`src/rtl/result_write_monitor_pkg.sv`:
```
// Shared types and width helpers for the result write monitor.
// Width helpers are functions so each instance can derive widths from its own MAT_SIZE_BITS.
package mon_pkg;

  typedef enum logic [1:0] {
    IDLE,
    RUN,
    DONE
  } mon_state_t;

  localparam int unsigned DEF_MAT_SIZE_BITS = 4;

  // Width of M*K and of the write counter.
  function automatic int unsigned cnt_w(input int unsigned mat_size_bits);
    return 2 * mat_size_bits;
  endfunction

  localparam int unsigned DEF_CNT_W = cnt_w(DEF_MAT_SIZE_BITS);

endpackage

```
`src/rtl/result_write_monitor_if.sv`:
```
// Snooped core output-BRAM write port plus the job start/done strobes.
interface result_write_monitor_if #(
  parameter int unsigned MAT_SIZE_BITS = 4,
  parameter int unsigned BRAM_DEPTH    = 10,
  parameter int unsigned VAL_SIZE      = 24
);
  logic                     start;
  logic [MAT_SIZE_BITS-1:0] M;
  logic [MAT_SIZE_BITS-1:0] K;
  logic [BRAM_DEPTH-1:0]    base_addr_out;
  logic                     w_out;
  logic [BRAM_DEPTH-1:0]    add_out;
  logic [VAL_SIZE-1:0]      din_mem_out;
  logic                     done;

  modport master (
    output start, M, K, base_addr_out, w_out, add_out, din_mem_out, done
  );

  modport slave (
    input start, M, K, base_addr_out, w_out, add_out, din_mem_out, done
  );
endinterface

```
`src/rtl/result_write_monitor_addr_range_check.sv`:
```
// Combinational check that addr lies in [base, base+exp); the end is computed
// without wrap so ranges running past the top of the BRAM still reject correctly.
module addr_range_check #(
  parameter int unsigned ADDR_W = 10,
  parameter int unsigned EXP_W  = 8
) (
  input  logic [ADDR_W-1:0] base,
  input  logic [EXP_W-1:0]  exp,
  input  logic [ADDR_W-1:0] addr,
  output logic              out_of_range
);
  localparam int unsigned EXT_W = ((ADDR_W > EXP_W) ? ADDR_W : EXP_W) + 1;

  logic [EXT_W-1:0] lo;
  logic [EXT_W-1:0] hi;
  logic [EXT_W-1:0] a;

  always_comb begin
    lo           = EXT_W'(base);
    hi           = lo + EXT_W'(exp);
    a            = EXT_W'(addr);
    out_of_range = (a < lo) || (a >= hi);
  end
endmodule

```
`src/rtl/result_write_monitor.sv`:
```
// Snoops the matmul core's output-BRAM writes per job: counts, range-checks,
// checksums and times them, then holds a status record for debug probes.
module result_write_monitor
  import mon_pkg::*;
#(
  parameter int unsigned MAT_SIZE_BITS  = 4,
  parameter int unsigned BRAM_DEPTH     = 10,
  parameter int unsigned VAL_SIZE       = 24,
  parameter int unsigned CYC_W          = 24,
  parameter int unsigned TIMEOUT_CYCLES = 1000000
) (
  input  logic                       clk,
  input  logic                       rst,
  result_write_monitor_if.slave      wr,
  output logic                       busy,
  output logic                       result_valid,
  output logic [2*MAT_SIZE_BITS-1:0] write_count,
  output logic [VAL_SIZE-1:0]        checksum,
  output logic [CYC_W-1:0]           cycle_count,
  output logic                       addr_err,
  output logic                       count_err,
  output logic                       stray_err,
  output logic                       timeout
);
  localparam int unsigned CNT_W = cnt_w(MAT_SIZE_BITS);

  mon_state_t            state_q, state_d;
  logic [CNT_W-1:0]      exp_q, exp_d;
  logic [BRAM_DEPTH-1:0] base_q, base_d;
  logic [CNT_W-1:0]      wc_q, wc_d;
  logic [VAL_SIZE-1:0]   cs_q, cs_d;
  logic [CYC_W-1:0]      cyc_q, cyc_d;
  logic                  ae_q, ae_d;
  logic                  ce_q, ce_d;
  logic                  se_q, se_d;
  logic                  to_q, to_d;
  logic                  oor;

  addr_range_check #(
    .ADDR_W (BRAM_DEPTH),
    .EXP_W  (CNT_W)
  ) u_range (
    .base         (base_q),
    .exp          (exp_q),
    .addr         (wr.add_out),
    .out_of_range (oor)
  );

  always_ff @(posedge clk) begin
    if (rst) state_q <= IDLE;
    else     state_q <= state_d;
  end

  always_comb begin
    state_d = state_q;
    exp_d   = exp_q;
    base_d  = base_q;
    wc_d    = wc_q;
    cs_d    = cs_q;
    cyc_d   = cyc_q;
    ae_d    = ae_q;
    ce_d    = ce_q;
    se_d    = se_q;
    to_d    = to_q;
    unique case (state_q)
      IDLE, DONE: begin
        // A start wins over a coincident stray write: the new job begins clean.
        if (wr.start) begin
          state_d = RUN;
          exp_d   = CNT_W'(wr.M) * CNT_W'(wr.K);
          base_d  = wr.base_addr_out;
          wc_d    = '0;
          cs_d    = '0;
          cyc_d   = '0;
          ae_d    = 1'b0;
          ce_d    = 1'b0;
          se_d    = 1'b0;
          to_d    = 1'b0;
        end else if (wr.w_out) begin
          se_d = 1'b1;
        end
      end
      RUN: begin
        if (cyc_q != '1) cyc_d = cyc_q + 1'b1;
        if (wr.w_out) begin
          if (wc_q != '1) wc_d = wc_q + 1'b1;
          cs_d = cs_q + wr.din_mem_out;
          if (oor) ae_d = 1'b1;
        end
        if (wr.done) begin
          state_d = DONE;
          ce_d    = (wc_d != exp_q);
        end else if (64'(cyc_d) >= 64'(TIMEOUT_CYCLES)) begin
          state_d = DONE;
          to_d    = 1'b1;
          ce_d    = (wc_d != exp_q);
        end
      end
      default: state_d = IDLE;
    endcase
  end

  always_ff @(posedge clk) begin
    if (rst) begin
      exp_q  <= '0;
      base_q <= '0;
      wc_q   <= '0;
      cs_q   <= '0;
      cyc_q  <= '0;
      ae_q   <= 1'b0;
      ce_q   <= 1'b0;
      se_q   <= 1'b0;
      to_q   <= 1'b0;
    end else begin
      exp_q  <= exp_d;
      base_q <= base_d;
      wc_q   <= wc_d;
      cs_q   <= cs_d;
      cyc_q  <= cyc_d;
      ae_q   <= ae_d;
      ce_q   <= ce_d;
      se_q   <= se_d;
      to_q   <= to_d;
    end
  end

  always_comb begin
    busy         = (state_q == RUN);
    result_valid = (state_q == DONE);
    write_count  = wc_q;
    checksum     = cs_q;
    cycle_count  = cyc_q;
    addr_err     = ae_q;
    count_err    = ce_q;
    stray_err    = se_q;
    timeout      = to_q;
  end
endmodule

```
`src/flat_wrapper.sv`:
```
// flat-port wrapper written by rule: the top's interface ports become plain ports
module result_write_monitor_flat import mon_pkg::*;
#(
  parameter int unsigned MAT_SIZE_BITS  = 4,
  parameter int unsigned BRAM_DEPTH     = 10,
  parameter int unsigned VAL_SIZE       = 24,
  parameter int unsigned CYC_W          = 24,
  parameter int unsigned TIMEOUT_CYCLES = 1000000
)
  (clk, rst, busy, result_valid, write_count, checksum, cycle_count, addr_err, count_err, stray_err, timeout, wr_start, wr_M, wr_K, wr_base_addr_out, wr_w_out, wr_add_out, wr_din_mem_out, wr_done);
  result_write_monitor_if #(.MAT_SIZE_BITS(MAT_SIZE_BITS), .BRAM_DEPTH(BRAM_DEPTH), .VAL_SIZE(VAL_SIZE)) wr_i ();
  input  logic clk;
  input  logic rst;
  output logic busy;
  output logic result_valid;
  output logic [2*MAT_SIZE_BITS-1:0] write_count;
  output logic [VAL_SIZE-1:0] checksum;
  output logic [CYC_W-1:0] cycle_count;
  output logic addr_err;
  output logic count_err;
  output logic stray_err;
  output logic timeout;
  input wire logic [$bits(wr_i.start)-1:0] wr_start;
  input wire logic [$bits(wr_i.M)-1:0] wr_M;
  input wire logic [$bits(wr_i.K)-1:0] wr_K;
  input wire logic [$bits(wr_i.base_addr_out)-1:0] wr_base_addr_out;
  input wire logic [$bits(wr_i.w_out)-1:0] wr_w_out;
  input wire logic [$bits(wr_i.add_out)-1:0] wr_add_out;
  input wire logic [$bits(wr_i.din_mem_out)-1:0] wr_din_mem_out;
  input wire logic [$bits(wr_i.done)-1:0] wr_done;
  assign wr_i.start = wr_start;
  assign wr_i.M = wr_M;
  assign wr_i.K = wr_K;
  assign wr_i.base_addr_out = wr_base_addr_out;
  assign wr_i.w_out = wr_w_out;
  assign wr_i.add_out = wr_add_out;
  assign wr_i.din_mem_out = wr_din_mem_out;
  assign wr_i.done = wr_done;
  result_write_monitor #(.MAT_SIZE_BITS(MAT_SIZE_BITS), .BRAM_DEPTH(BRAM_DEPTH), .VAL_SIZE(VAL_SIZE), .CYC_W(CYC_W), .TIMEOUT_CYCLES(TIMEOUT_CYCLES)) u_core (.clk(clk), .rst(rst), .wr(wr_i), .busy(busy), .result_valid(result_valid), .write_count(write_count), .checksum(checksum), .cycle_count(cycle_count), .addr_err(addr_err), .count_err(count_err), .stray_err(stray_err), .timeout(timeout));
endmodule
```
`config.mk`:
```
export PLATFORM = sky130hd
export DESIGN_NAME = result_write_monitor_flat
export DESIGN_NICKNAME = d
export VERILOG_FILES = /design/src/rtl/result_write_monitor_pkg.sv /design/src/rtl/result_write_monitor_if.sv /design/src/rtl/result_write_monitor_addr_range_check.sv /design/src/rtl/result_write_monitor.sv /design/src/flat_wrapper.sv
export SDC_FILE = /design/constraint.sdc
export NUM_CORES = 1
export LEC_CHECK = 0
export BUFFER_PORTS_ARGS = -buffer_cell sky130_fd_sc_hd__buf_2
export CORE_MARGIN = 3
export CORE_UTILIZATION = 40
export CTS_CLUSTER_DIAMETER = 40
export DETAILED_ROUTE_END_ITERATION = 7
export SETUP_SLACK_MARGIN = 0.02
export SLEW_MARGIN = 20
export SYNTH_ARGS = -nofsm -noshare
export SYNTH_HDL_FRONTEND = slang
export SYNTH_SLANG_ARGS = --single-unit
```
`constraint.sdc`:
```
create_clock -name clk -period 4.37 [get_ports clk]
set_input_delay 0.437 -clock clk [delete_from_list [all_inputs] [get_ports clk]]
set_output_delay 0.437 -clock clk [all_outputs]
set_load 0.01 [all_outputs]
```
==> flow_summary.json <==
{
  "ys_seq_elements": 80,
  "die_area_sq_um": 17000,
  "seq_area_frac_synth_pct": 25.8,
  "die_h_microns": 131,
  "p_leak_nw": 3.23,
  "ys_types": 71,
  "nets": 1025,
  "overflow": 0,
  "cts_hold_buf": 0,
  "cts-root-buf": "clkbuf_16",
  "start_util_pct": 41.8,
  "layout_commonest_cell": "buf_2",
  "max_freq_mhz": 295,
  "drc": 0,
  "viasPerCell": 5.58,
  "grt_first_pass_wirelength_microns": 27400,
  "ys_warn_count": 0,
  "hp-class": "in2reg",
  "area_growth_pct": 16.1,
  "layout-drive-gt1-share_pct": 17.3,
  "synth_ff_type": "dfxtp_1",
  "grtUsageTotal_pct": 19.9,
  "path_cells": "ha_1 > fa_1 > a211oi_1 > o21bai_1 > a21oi_1 > o21ai_0 > a2111oi_0 > o21bai_1 > a21oi_1 > nor4_1 > a221o_1",
  "finalCritPeriodShare_pct": 77.6,
  "syn_inst": 804,
  "via_count": 6064,
  "synth_nets": 931,
  "io_pins": 119,
  "hold_viol": 0,
  "fin_setup_tns_ps": 0,
  "drt_first_pass_iters": 5,
  "wl_microns": 16900,
  "antenna_found_initial": 0,
  "htree_levels": 3,
  "synth_enable_flop_cells": 0,
  "postCtsSetupBuffers": 0,
  "clock-sinks": 80,
  "insertion_delay_ps": 350,
  "worst_ep_arrival_time_ps": 3630,
  "end_kind": "flip-flop",
  "grt_max_degree": 45,
  "critPathRequiredTime_ps": 4610,
  "ctsResizeCount": 0,
  "synth-async-reset-ratio_pct": 0,
  "whs_path_depth": 3,
  "setup_viol": 0,
  "worst_hold_slack_ps": 321,
  "cts_tree": "built",
  "status": "completed",
  "synth.cell_area_sq_um": 6210,
  "skew_ps": 5.89,
  "avgRoutedWirePerCell_microns": 15.5,
  "core_sq_um": 14900,
  "num-fill-cells": 1492,
  "dr.first_iter.drc_count": 363,
  "critPathKind": "reg2reg",
  "slew_violations": 0,
  "path_clk_slew_ps": 60,
  "io_buffer_count": 118,
  "clockBufferDepth": 2,
  "ir_drop_mv": 0.208,
  "rows": 44,
  "dpl.hpwl_microns": 12400,
  "max_slew_margin_pct": 44.8,
  "max_cap_viol_count": 0,
  "power_density_nw_per_um2": 273,
  "antenna_left": 0,
  "rsz0062_at_grt": "false",
  "worst_pin_slew_ps": 828,
  "reg2reg_depth": 11,
  "grt_pass1_vias": 5460,
  "gp_congestion": 0.910,
  "syn_area_per_cell_sq_um": 7.72,
  "start_kind": "flip-flop",
  "most-common-layout-cells": "118 x buf_2, 103 x nand2_1, 93 x a21oi_1",
  "critPathMaxStageDelay_ps": 700,
  "worst_path_max_delay_cell": "a2111oi_0",
  "diodes": 0,
  "numCtsBuffers": 9,
  "fin_crit_ps": 3390,
  "die_w_microns": 131,
  "cp_max_fo": 3
}
-- cell type report --
type                    instances  area (sq um)  area share, %
clock buffers                  14           284           3.94
well taps                     184           230           3.20
clock inverters                 2          35.0          0.486
inverters                      32           120           1.67
flip-flops and latches         80          1600           22.2
multi-input cells             652          4310           59.8
repair buffers                123           628           8.72
-- metrics by stage --
stage / cell area, sq um / worst slack (ps) / power, mW / std cells / utilization, %
4_1_cts: 7210 / 986 / 2.00 / 1087 / 48.5
6_report: 7210 / 980 / 1.96 / 1087 / 48.5
3_3_place_gp: 6890 / 886 / 1.17 / 1071 / 46.3
5_1_grt: 7210 / 614 / 2.08 / 1087 / 48.5
2_1_floorplan: 6210 / 1330 / 1.06 / 804 / -
3_5_place_dp: 6890 / 786 / 1.17 / 1071 / 46.3
-- Yosys cell counts, types with 3 or more instances --
library cell / count / area, sq um
o21ai_0: 33 / 165
dfxtp_1: 80 / 1600
a211o_1: 3 / 26.3
nor3_1: 17 / 85.1
a22o_1: 3 / 26.3
xnor2_1: 31 / 272
a21oi_1: 93 / 465
nand4_1: 12 / 75.1
clkbuf_1: 32 / 120
nor2_1: 56 / 210
and4_1: 7 / 61.3
ha_1: 64 / 801
nor2b_1: 7 / 43.8
or3_1: 6 / 37.5
o211ai_1: 3 / 22.5
or2_2: 6 / 37.5
a211oi_1: 10 / 75.1
a31oi_1: 11 / 68.8
fa_1: 6 / 120
and3_1: 6 / 37.5
nor4b_1: 3 / 26.3
and2_1: 17 / 106
nor4_1: 7 / 43.8
inv_1: 32 / 120
buf_2: 5 / 25.0
nand2_1: 103 / 387
o41ai_1: 3 / 26.3
xor2_1: 14 / 123
o21bai_1: 8 / 60.1
nand2b_1: 4 / 25.0
a21o_1: 20 / 150
a311oi_1: 6 / 52.6
a22oi_1: 4 / 30.0
o21a_1: 5 / 37.5
nand3_1: 45 / 225
-- sequential cells by signal, summed over array words and instances (netlist names) --
| register | flops |
|---|---|
| u_core.write_count | 8 |
| u_core.addr_err | 1 |
| u_core.exp_q | 8 |
| u_core.count_err | 1 |
| u_core.base_q | 10 |
| u_core.stray_err | 1 |
| u_core.checksum | 24 |
| u_core.cycle_count | 24 |
| u_core.timeout | 1 |
| u_core.state_q | 2 |
-- worst max-delay path, delay by kind of cell (launching register included) --
kind	cells	cell delay [ps]
adder cells (fa/ha/maj)	2	650
AO/OA/AOI/OAI	8	2250
flip-flops	1	320
AND/OR/NAND/NOR	1	70
-- routing by layer --
layer,track usage (%),share of wire [%],wire (microns)
met3,4.76,5.9,998
met5,0,0,0
met4,5.14,1.4,232
met2,31.4,44,7380
met1,27.5,49,8290
-- cells by family (layout without fill, tap and decap cells) --
logic type	count (synthesis)	in the layout	synth area share [%]
adder cells (fa/ha/maj)	70	70	14.8
XOR/XNOR	45	45	6.35
multiplexers	3	3	0.504
AO/OA/AOI/OAI	227	227	23.1
buffers and inverters	72	171	4.80
flip-flops	80	80	25.8
AND/OR/NAND/NOR	307	307	24.6
-- power by group --
part / internal [mW] / switching (mW) / leakage, nW
sequential: 0.752 / 0.0231 / 0.649
combinational: 0.160 / 0.219 / 2.42
clock: 0.504 / 0.305 / 0.159
-- final timing paths --
path                                                 startpoint                                to  slack, ps
worst max-delay path            u_core.checksum[0]$_SDFFE_PP0P_  u_core.checksum[22]$_SDFFE_PP0P_        980
worst min-delay path                        wr_base_addr_out[2]     u_core.base_q[2]$_SDFFE_PP0P_        320
worst max register to register  u_core.checksum[0]$_SDFFE_PP0P_  u_core.checksum[22]$_SDFFE_PP0P_        980
worst min register to register     u_core.addr_err$_SDFFE_PP0P_      u_core.addr_err$_SDFFE_PP0P_        460
No activity file was read; power rests on OpenSTA's default activity.
